[config.mk]
export PLATFORM = sky130hd
export DESIGN_NAME = muldiv_sequencer
export DESIGN_NICKNAME = d
export VERILOG_FILES = /design/src/rtl/mips_pkg.sv /design/src/rtl/muldiv_sign_fix.sv /design/src/rtl/muldiv_sequencer.sv
export SDC_FILE = /design/constraint.sdc
export NUM_CORES = 1
export LEC_CHECK = 0
export CELL_PAD_IN_SITES_DETAIL_PLACEMENT = 1
export CELL_PAD_IN_SITES_GLOBAL_PLACEMENT = 1
export CORE_MARGIN = 4
export CORE_UTILIZATION = 24
export CTS_CLUSTER_SIZE = 20
export DETAILED_ROUTE_END_ITERATION = 16
export PLACE_DENSITY = 0.48
export SYNTH_ARGS = -nofsm -noshare
export SYNTH_HDL_FRONTEND = slang
export SYNTH_SLANG_ARGS = --single-unit
[constraint.sdc]
create_clock -name clock -period 3.31 [get_ports clock]
set_clock_uncertainty 0.05 [all_clocks]
set_input_delay 0.8275 -clock clock [delete_from_list [all_inputs] [get_ports clock]]
set_output_delay 0.8275 -clock clock [all_outputs]
set_load 0.03 [all_outputs]
[src/rtl/mips_pkg.sv]
// mips_pkg: shared decode definitions for the execute stage.
// Holds the operand width, the decode ALU op codes and the state type of the
// multi-cycle multiply/divide sequencer.
package mips_pkg;

    localparam int XLEN = 32;

    // Decode ALU op set. Only MULT/DIV/MFHI/MFLO concern the mult/div unit;
    // MUL_OP (SPECIAL2, writes rd) is handled elsewhere.
    localparam logic [5:0] NOP_OP  = 6'b000000;
    localparam logic [5:0] MUL_OP  = 6'b000001;
    localparam logic [5:0] MULT_OP = 6'b000010;
    localparam logic [5:0] DIV_OP  = 6'b000011;
    localparam logic [5:0] MFHI_OP = 6'b000100;
    localparam logic [5:0] MFLO_OP = 6'b000101;
    localparam logic [5:0] ADD_OP  = 6'b000110;
    localparam logic [5:0] SUB_OP  = 6'b000111;
    localparam logic [5:0] AND_OP  = 6'b001000;
    localparam logic [5:0] OR_OP   = 6'b001001;
    localparam logic [5:0] XOR_OP  = 6'b001010;
    localparam logic [5:0] NOR_OP  = 6'b001011;
    localparam logic [5:0] SLT_OP  = 6'b001100;
    localparam logic [5:0] SLTU_OP = 6'b001101;
    localparam logic [5:0] SLL_OP  = 6'b001110;
    localparam logic [5:0] SRL_OP  = 6'b001111;
    localparam logic [5:0] SRA_OP  = 6'b010000;
    localparam logic [5:0] LUI_OP  = 6'b010001;

    typedef enum logic [1:0] {
        IDLE  = 2'd0,
        MUL   = 2'd1,
        DIV   = 2'd2,
        FIXUP = 2'd3
    } muldiv_state_t;

    // True for every op that either starts a mult/div or reads HI/LO.
    function automatic logic is_hilo_op(input logic [5:0] op);
        return (op == MULT_OP) || (op == DIV_OP) || (op == MFHI_OP) || (op == MFLO_OP);
    endfunction

endpackage

[src/rtl/muldiv_sign_fix.sv]
// muldiv_sign_fix: sign handling shared by multiply and divide.
// Entry side: converts signed operands to unsigned magnitudes and reports signs.
// Exit side: applies the result sign, either to the whole 2W-bit product or
// separately to the remainder (upper half) and quotient (lower half).
module muldiv_sign_fix #(
    parameter int W = 32
) (
    input  logic           is_signed_i,
    input  logic [W-1:0]   opa_i,
    input  logic [W-1:0]   opb_i,
    output logic [W-1:0]   mag_a_o,
    output logic [W-1:0]   mag_b_o,
    output logic           sign_a_o,
    output logic           sign_b_o,
    input  logic           div_mode_i,
    input  logic           neg_lo_i,
    input  logic           neg_hi_i,
    input  logic [2*W-1:0] res_i,
    output logic [2*W-1:0] res_o
);

    // Magnitudes on entry; |most-negative| wraps to itself, which is right as unsigned.
    always_comb begin
        sign_a_o = is_signed_i & opa_i[W-1];
        sign_b_o = is_signed_i & opb_i[W-1];
        mag_a_o  = sign_a_o ? -opa_i : opa_i;
        mag_b_o  = sign_b_o ? -opb_i : opb_i;
    end

    // Result sign on exit: full-width negate for products, per-half for quotient/remainder.
    always_comb begin
        res_o = res_i;
        if (div_mode_i) begin
            res_o[2*W-1:W] = neg_hi_i ? -res_i[2*W-1:W] : res_i[2*W-1:W];
            res_o[W-1:0]   = neg_lo_i ? -res_i[W-1:0]   : res_i[W-1:0];
        end else begin
            res_o = neg_lo_i ? -res_i : res_i;
        end
    end

endmodule

[src/rtl/muldiv_sequencer.sv]
// muldiv_sequencer: multi-cycle MULT/MULTU/DIV/DIVU unit owning HI/LO.
// 32-iteration shift-add multiply and restoring divide, one FIXUP cycle that
// applies signs and writes HI/LO. Stalls decode for HI/LO consumers and new
// mult/div ops while busy.
// Build option MULDIV_EARLY_TERM_EN: multiply stops as soon as the remaining
// multiplier bits are all zero; divide latency is unaffected.
//
// Handshake: decode holds issue_valid/aluop/operands stable while stall is
// high; an op is taken at the first rising edge where stall is low.
// CNT_W must satisfy 2**CNT_W > XLEN.
module muldiv_sequencer #(
    parameter int XLEN  = 32,
    parameter int CNT_W = 6
) (
    input  logic            clock,
    input  logic            reset_n,
    input  logic            issue_valid,
    input  logic [5:0]      aluop,
    input  logic            is_signed,
    input  logic [XLEN-1:0] opa,
    input  logic [XLEN-1:0] opb,
    output logic            stall,
    output logic            busy,
    output logic            done,
    output logic [XLEN-1:0] hilo_rdata,
    output logic [XLEN-1:0] hi,
    output logic [XLEN-1:0] lo,
    output logic [1:0]      dbg_state
);

    import mips_pkg::*;

    muldiv_state_t     state_q;
    logic [CNT_W-1:0]  cnt_q;
    logic [2*XLEN-1:0] acc_q;      // product (MUL) or {remainder, quotient} (DIV)
    logic [2*XLEN-1:0] mcand_q;    // multiplicand, shifts left each MUL iteration
    logic [XLEN-1:0]   mplier_q;   // multiplier (shifts right) or divisor (static)
    logic [XLEN-1:0]   raw_a_q;    // unmodified opa for the divide-by-zero result
    logic              sign_a_q;
    logic              sign_b_q;
    logic              is_div_q;
    logic              dz_q;
    logic [XLEN-1:0]   hi_q;
    logic [XLEN-1:0]   lo_q;
    logic              busy_q;
    logic              done_q;

    logic [XLEN-1:0]   mag_a;
    logic [XLEN-1:0]   mag_b;
    logic              sign_a;
    logic              sign_b;
    logic [2*XLEN-1:0] res_fixed;

    logic [2*XLEN-1:0] mul_acc_nxt;
    logic [XLEN-1:0]   mplier_shr;
    logic [XLEN:0]     rem_shift;
    logic [XLEN:0]     rem_diff;
    logic [2*XLEN-1:0] div_acc_nxt;
    logic              last_iter;
    logic              mul_last;
    logic              start_op;

    muldiv_sign_fix #(.W(XLEN)) u_sign_fix (
        .is_signed_i (is_signed),
        .opa_i       (opa),
        .opb_i       (opb),
        .mag_a_o     (mag_a),
        .mag_b_o     (mag_b),
        .sign_a_o    (sign_a),
        .sign_b_o    (sign_b),
        .div_mode_i  (is_div_q),
        .neg_lo_i    (sign_a_q ^ sign_b_q),
        .neg_hi_i    (sign_a_q),
        .res_i       (acc_q),
        .res_o       (res_fixed)
    );

    // One iteration of multiply and of restoring divide, plus loop-exit decode.
    always_comb begin
        mul_acc_nxt = mplier_q[0] ? (acc_q + mcand_q) : acc_q;
        mplier_shr  = mplier_q >> 1;
        // Remainder < divisor before the shift, so the shifted value fits XLEN+1 bits.
        rem_shift   = acc_q[2*XLEN-1:XLEN-1];
        rem_diff    = rem_shift - {1'b0, mplier_q};
        div_acc_nxt = {acc_q[2*XLEN-2:0], 1'b0};
        if (!rem_diff[XLEN]) begin
            div_acc_nxt = {rem_diff[XLEN-1:0], acc_q[XLEN-2:0], 1'b1};
        end
        last_iter = (cnt_q == CNT_W'(XLEN - 1));
`ifdef MULDIV_EARLY_TERM_EN
        mul_last  = last_iter | (mplier_shr == '0);
`else
        mul_last  = last_iter;
`endif
        start_op  = issue_valid & ~busy_q & ((aluop == MULT_OP) | (aluop == DIV_OP));
    end

    // Sequencer FSM with registered busy/done and HI/LO update in FIXUP.
    always_ff @(posedge clock) begin
        if (!reset_n) begin
            state_q  <= IDLE;
            cnt_q    <= '0;
            acc_q    <= '0;
            mcand_q  <= '0;
            mplier_q <= '0;
            raw_a_q  <= '0;
            sign_a_q <= 1'b0;
            sign_b_q <= 1'b0;
            is_div_q <= 1'b0;
            dz_q     <= 1'b0;
            hi_q     <= '0;
            lo_q     <= '0;
            busy_q   <= 1'b0;
            done_q   <= 1'b0;
        end else begin
            done_q <= 1'b0;
            case (state_q)
                IDLE: begin
                    if (start_op) begin
                        cnt_q    <= '0;
                        raw_a_q  <= opa;
                        sign_a_q <= sign_a;
                        sign_b_q <= sign_b;
                        mplier_q <= mag_b;
                        busy_q   <= 1'b1;
                        if (aluop == MULT_OP) begin
                            is_div_q <= 1'b0;
                            dz_q     <= 1'b0;
                            acc_q    <= '0;
                            mcand_q  <= {{XLEN{1'b0}}, mag_a};
                            state_q  <= MUL;
                        end else begin
                            is_div_q <= 1'b1;
                            dz_q     <= (opb == '0);
                            acc_q    <= {{XLEN{1'b0}}, mag_a};
                            mcand_q  <= '0;
                            if (opb == '0) begin
                                state_q <= FIXUP;
                                done_q  <= 1'b1;
                            end else begin
                                state_q <= DIV;
                            end
                        end
                    end
                end
                MUL: begin
                    acc_q    <= mul_acc_nxt;
                    mcand_q  <= mcand_q << 1;
                    mplier_q <= mplier_shr;
                    cnt_q    <= cnt_q + CNT_W'(1);
                    if (mul_last) begin
                        state_q <= FIXUP;
                        done_q  <= 1'b1;
                    end
                end
                DIV: begin
                    acc_q <= div_acc_nxt;
                    cnt_q <= cnt_q + CNT_W'(1);
                    if (last_iter) begin
                        state_q <= FIXUP;
                        done_q  <= 1'b1;
                    end
                end
                FIXUP: begin
                    if (dz_q) begin
                        hi_q <= raw_a_q;
                        lo_q <= '1;
                    end else begin
                        hi_q <= res_fixed[2*XLEN-1:XLEN];
                        lo_q <= res_fixed[XLEN-1:0];
                    end
                    cnt_q   <= '0;
                    busy_q  <= 1'b0;
                    state_q <= IDLE;
                end
                default: begin
                    busy_q  <= 1'b0;
                    state_q <= IDLE;
                end
            endcase
        end
    end

    // Stall and HI/LO read port are combinational for decode.
    always_comb begin
        stall      = busy_q & issue_valid & is_hilo_op(aluop);
        hilo_rdata = (aluop == MFHI_OP) ? hi_q : lo_q;
    end

    assign busy      = busy_q;
    assign done      = done_q;
    assign hi        = hi_q;
    assign lo        = lo_q;
    assign dbg_state = state_q;

endmodule
==> metrics.md, run 1 <==
| Metric | Value |
|---|---|
| Status | `complete, no violations` |
| All-layer global routing usage | `23.2%` |
| CP Max Fanout | `5` |
| Synth-to-layout area growth | `45.0%` |
| Reg-to-Reg Start | `acc_q[26]` |
| Fin crit period | `3250 ps` |
| # nets final | `3505` |
| Final period util | `98.1%` |
| Post-synthesis async set-or-reset flop share | `0%` |
| Sequential cell area | `5440 um2` |
| Multi-input logic area | `14700 um2` |
| Die width | `298 um` |
| Root Buffer | `clkbuf_16` |
| Io pins | `175` |
| Commonest non-fill, non-tap cell in the layout | `buf_4` |
| RD Place Congestion | `0.927` |
| Syn Area/Cell | `7.39 um2` |
| Worst-path clk slew | `60 ps` |
| Drt pass-1 iters | `5` |
| R2R cell count | `11` |
| Final Hold Viols | `0` |
| Ys Warns | `0` |
| Initial antenna violation count | `3` |
| Routed len/inst | `24.1 um` |
| R2R Setup Slk | `60 ps` |
| Filler cells | `9905` |
| CTS tree | `done` |
| RSZ-0062 raised after global routing | `true` |
| CTS sink count | `270` |
| Post-Synth Adder-Cell Area | `6.73%` |
| 1st-iter DRT viols | `1317` |
| First-pass GRT wire length | `159 mm` |
| Fmax | `0.308 GHz` |
| Clock Latency Late Sink | `580 ps` |
| Post-DP HPWL | `84.3 mm` |
| Post-synthesis compound-gate area fraction | `28.4%` |
| Final wirelength | `107 mm` |
| Worst r2r dst | `hi[9]` |
| CTS buffer count | `38` |
| Vias in the first global route | `24400` |
| Crit. End Element | `flop` |
| Final core utilization | `35.3%` |
| Main synth FF type | `dfxtp_1` |
| Worst Hold End | `raw_a_q[13]` |
| Vias | `23300` |
| Port Buffers | `174` |
| Leakage power | `11.8 nW` |
| Clk buf depth | `3` |
| XOR/XNOR Fraction of Synth Area | `8.92%` |
| Seq cells post-synth | `270` |
| Mux contribution to synthesized area | `3.67%` |
| Syn_nets | `2905` |
| Min-Delay Startpoint | `raw_a_q[13]` |
| DRC viols | `0` |
| Yosys cell types | `90` |
| Required time at the worst-slack endpoint | `3710 ps` |
| Cell area after synthesis | `20100 um2` |
| Row cnt | `105` |
| Most frequent cells in the layout | `buf_4 (548), nand2_1 (341), nor2_1 (269), a21oi_1 (267), dfxtp_1 (249)` |
| Worst VDD drop | `337 uV` |
| Arrival time worst endpoint | `3650 ps` |
| Gr ovfl total | `0` |
| Setup Crit Path Kind | `reg2reg` |
| Slew margin rel. | `16.6%` |
| Die height | `298 um` |
| Cells after DPL | `4332` |
| Setup-failing EPs final | `0` |
| Die area | `88600 um2` |
| Simple-gate share of the synthesized area | `20.9%` |
| Antenna-violating nets left | `0` |
| Combinational family with the most area after synthesis | `compound AO/OA/AOI/OAI gates` |
| Max Slew Vio Count | `0` |
| Worst hold path class | `reg2reg` |
| Hold Crit Depth | `2` |
| Number of synthesized flops with an enable pin | `0` |
| Core area | `82600 um2` |
| Cells after Synth | `2724` |
| Seq/Total Area, Yosys | `26.9%` |
| Pwr dens | `567 nW/um2` |
| Largest net degree at the start of global routing | `101` |
| Critical path launch point type | `flop` |
| Starting Density | `24.4%` |
| Slew @ Worst Pin | `1250 ps` |
| Number of max-cap violations | `0` |
| H-Tree Depth | `2` |
| Share of layout cells above drive strength 1 | `26.2%` |
| Fin cells | `4423` |
| Via density | `5.27` |
## area by class of cell
| cell class | count | area share (%) |
|---|---|---|
| diodes | 1 | 0.00857 |
| clock buffers | 57 | 3.88 |
| clock inverters | 11 | 0.364 |
| inverters | 74 | 0.969 |
| multi-input cells | 2214 | 50.4 |
| flip-flops and latches | 270 | 18.6 |
| well taps | 1070 | 4.59 |
| repair buffers | 726 | 21.2 |
## power by group
group | switching, mW | internal (mW)
clock network | 1.76 | 2.38
registers | 0.223 | 3.51
logic | 4.97 | 3.71
total | 6.95 | 9.60
## flip-flops by register name, indices dropped and copies added, names as in the netlist
signal / cells
dbg_state: 2
sign_a_q: 1
acc_q: 64
mcand_q: 64
lo: 32
is_div_q: 1
hi: 32
sign_b_q: 1
done: 1
cnt_q: 6
dz_q: 1
raw_a_q: 32
mplier_q: 32
busy: 1
## logic make-up (layout without fill, tap and decap cells)
kind of cell / count (synthesis) / count (layout)
flip-flops: 270 / 270
AO/OA/AOI/OAI: 907 / 907
other: 0 / 1
AND/OR/NAND/NOR: 926 / 926
multiplexers: 69 / 69
adder cells (fa/ha/maj): 107 / 107
buffers and inverters: 240 / 868
XOR/XNOR: 205 / 205
## worst max path at each step
stage,from,endpoint,slack (ps),cells after the start
6_report,acc_q[26],hi[9],60,11
5_1_grt,acc_q[1],hi[9],-40,13
4_1_cts,acc_q[20],acc_q[61],-30,14
3_5_place_dp,opa[6],acc_q[26],-580,13
3_3_place_gp,opa[6],acc_q[30],-590,14
2_1_floorplan,opa[2],acc_q[29],110,9
## worst max-delay path, stage by stage, from the launching register on
cell,delay [ps]
dfxtp_4,360
buf_6,130
or4_4,530
or3_4,410
buf_4,140
o31ai_2,220
nand2_1,130
o31a_1,350
o31ai_2,280
xor2_2,260
buf_4,160
o211ai_1,70
## layer usage
layer  vias to the layer above  global-route usage (%)  share of wire [%]
li1                      11100                       -                  -
met2                       467                    42.0                 50
met5                         -                       0              0.026
met1                     11600                    28.5                 43
met4                         4                    7.56                3.8
met3                       158                    2.64                3.3
## metrics by stage
step | power [mW] | hold WS (ps) | setup TNS, ps | area, um2 | setup slack (ps)
6_report | 16.6 | 401 | 0 | 29200 | 61.5
5_1_grt | 17.4 | 430 | -134 | 29200 | -39.2
4_1_cts | 16.1 | 405 | -36.8 | 28400 | -34.2
2_1_floorplan | 7.63 | 377 | 0 | 20100 | 105
3_5_place_dp | 11.7 | 393 | -32730 | 26800 | -580
3_3_place_gp | 11.6 | 390 | -30590 | 26800 | -587
## timing repair
item	4_1_cts	5_1_grt
pin swaps	19	69
setup buffers	8	12
hold buffers	0	0
setup endpoints to repair	70	83
cloned	2	1
resized for setup	71	147
## cells in the mapped netlist, drive strengths merged, types with 13 or more instances
cell | count | area [um2]
inv | 72 | 270
o31ai | 39 | 312
a221oi | 23 | 201
nand4 | 39 | 244
ha | 105 | 1310
a21o | 39 | 293
o21bai | 16 | 120
clkbuf | 145 | 544
nand3 | 32 | 160
nor4 | 25 | 178
xor2 | 93 | 815
o221ai | 13 | 114
nor2 | 278 | 1050
a211oi | 26 | 200
xnor2 | 112 | 981
nor3 | 72 | 360
mux2i | 30 | 300
a22oi | 56 | 420
o211ai | 39 | 293
nor2b | 18 | 113
buf | 21 | 87.6
a21oi | 290 | 1450
or3 | 22 | 144
a31oi | 17 | 106
nand2b | 30 | 188
nand2 | 345 | 1300
and3 | 13 | 81.3
or4 | 13 | 101
o21ai | 232 | 1160
mux2 | 39 | 439
dfxtp | 270 | 5410
No activity file was read; power rests on OpenSTA's default activity.
==> inputs of run 2 (changes only) <==
--- a/config.mk
+++ b/config.mk
@@ -7,6 +7,7 @@
 export LEC_CHECK = 0
 export CELL_PAD_IN_SITES_DETAIL_PLACEMENT = 1
 export CELL_PAD_IN_SITES_GLOBAL_PLACEMENT = 1
+export CORE_ASPECT_RATIO = 1.25
 export CORE_MARGIN = 4
 export CORE_UTILIZATION = 24
 export CTS_CLUSTER_SIZE = 20
==> metrics.md, run 2 (synthesis gave the netlist of run 1 again) <==
| Metric | Value |
|---|---|
| Most frequent cells in the layout | `buf_4 (551), nand2_1 (337), nor2_1 (268), a21oi_1 (264), dfxtp_1 (243)` |
| Net switching power | `6.98 mW` |
| Worst-path clk slew | `60 ps` |
| Status | `complete, no violations` |
| CTS tree | `done` |
| Initial antenna violation count | `2` |
| Starting Density | `24.3%` |
| Reg power frac | `22.7%` |
| Slew @ Worst Pin | `1140 ps` |
| Clk pwr share | `24.6%` |
| Design Area, Final | `29200 um2` |
| Share of layout cells above drive strength 1 | `26.5%` |
| RD Place Congestion | `0.905` |
| Arrival time worst endpoint | `2380 ps` |
| Worst Slack Setup Final | `49.4 ps` |
| CP Max Fanout | `8` |
| Max Slew Vio Count | `0` |
| Gr ovfl total | `0` |
| Root Buffer | `clkbuf_16` |
| Largest net degree at the start of global routing | `99` |
| Number of max-cap violations | `0` |
| Required time at the worst-slack endpoint | `2430 ps` |
| Drt pass-1 iters | `5` |
| Pwr dens | `572 nW/um2` |
| Clock Latency Late Sink | `590 ps` |
| Comb pwr share | `52.8%` |
| Antenna-violating nets left | `0` |
| Worst VDD drop | `405 uV` |
| DP Area | `26800 um2` |
| RSZ-0062 raised after global routing | `true` |
| Fin cells | `4430` |
| Die area | `88600 um2` |
| CTS sink count | `270` |
| Commonest non-fill, non-tap cell in the layout | `buf_4` |
| Core area | `83000 um2` |
| Post-DP HPWL | `86.3 mm` |
| Slew margin rel. | `23.7%` |
| CTS buffer count | `37` |
| Clk buf depth | `3` |
| Multi-input logic area | `14800 um2` |
| Final period util | `98.5%` |
| Vias in the first global route | `24900` |
| Worst hold path class | `reg2reg` |
| Final core utilization | `35.2%` |
| DRC viols | `0` |
| H-Tree Depth | `2` |
| Routed len/inst | `24.5 um` |
| Cells after DPL | `4341` |
| Pre-CTS WS | `-602 ps` |
| Filler cells | `9932` |
| Row cnt | `118` |
| Via density | `5.26` |
| Pwr Total | `16.7 mW` |
| Setup Crit Path Kind | `in2out` |
| Leakage power | `11.7 nW` |
| Internal power | `9.69 mW` |
| Vias | `23300` |
| Setup-failing EPs final | `0` |
| First-pass GRT wire length | `159 mm` |
| Critical path launch point type | `input port` |
| Fmax | `0.307 GHz` |
| Die width | `267 um` |
| Fin crit period | `3260 ps` |
| Port Buffers | `174` |
| Synth-to-layout area growth | `44.9%` |
| Reg-to-Reg Start | `acc_q[31]` |
| Sequential cell area | `5450 um2` |
| Crit. End Element | `primary output` |
| Largest registers | `acc_q (64), mcand_q (64)` |
| Io pins | `175` |
| Die height | `332 um` |
| All-layer global routing usage | `23.4%` |
| Sw Share | `41.9%` |
| Min-Delay Startpoint | `raw_a_q[1]` |
| Worst setup startpoint | `aluop[4]` |
| Final Hold Viols | `0` |
| # nets final | `3503` |
| Final wirelength | `109 mm` |
| 1st-iter DRT viols | `1062` |
==> run 2: final cells by class <==
| type | instances | share of cell area (%) |
|---|---|---|
| Multi-Input combinational cell | 2214 | 50.6 |
| Timing Repair Buffer | 725 | 21.0 |
| Sequential cell | 270 | 18.7 |
| Tap cell | 1080 | 4.63 |
| Clock buffer | 52 | 3.57 |
| Inverter | 74 | 0.969 |
| Clock inverter | 14 | 0.519 |
| Antenna cell | 1 | 0.00858 |
==> run 2: layer usage <==
| layer | wire length [um] | share of wire (%) | up-vias | global-route usage, % |
|---|---|---|---|---|
| met3 | 3380 | 3.1 | 183 | 2.57 |
| li1 | - | - | 11100 | - |
| met2 | 56800 | 52 | 469 | 45.0 |
| met1 | 42700 | 39 | 11600 | 25.9 |
| met5 | 0 | 0 | - | 0 |
| met4 | 5660 | 5.2 | 0 | 9.71 |
==> run 2: repair_timing <==
item                       CTS  global route
setup buffers                7            11
setup endpoints to repair   69            91
gates cloned                 1             3
hold buffers                 0             0
pin swaps                   16            63
resized for setup           45           182
==> run 2: power by group through the flow <==
stage / Combinational (mW) / Clock (mW) / Sequential, mW
after detailed placement: 8.13 / 0 / 3.79
final: 8.80 / 4.10 / 3.78
after global placement: 8.01 / 0 / 3.78
after CTS: 8.40 / 4.23 / 3.72
after global routing: 9.42 / 4.34 / 3.79
after floorplan: 3.75 / 0 / 3.88
==> run 2: through the flow <==
stage	hold WS [ps]	TNS, ps
3_3_place_gp	393	-23200
4_1_cts	405	-4.14
3_5_place_dp	397	-27790
6_report	405	0
2_1_floorplan	377	0
5_1_grt	427	-172
==> run 2: worst paths after layout <==
path                    to  slack (ps)  cells after the start
max          hilo_rdata[7]          50                      6
min             raw_a_q[1]         400                      2
max reg2reg      acc_q[49]         110                     15
min reg2reg     raw_a_q[1]         400                      2
==> run 2: critical path, cell delays in order <==
cell	delay [ps]
clkdlybuf4s50_1	470
nor4_4	240
nand2_4	180
clkbuf_16	220
mux2_2	280
buf_4	170
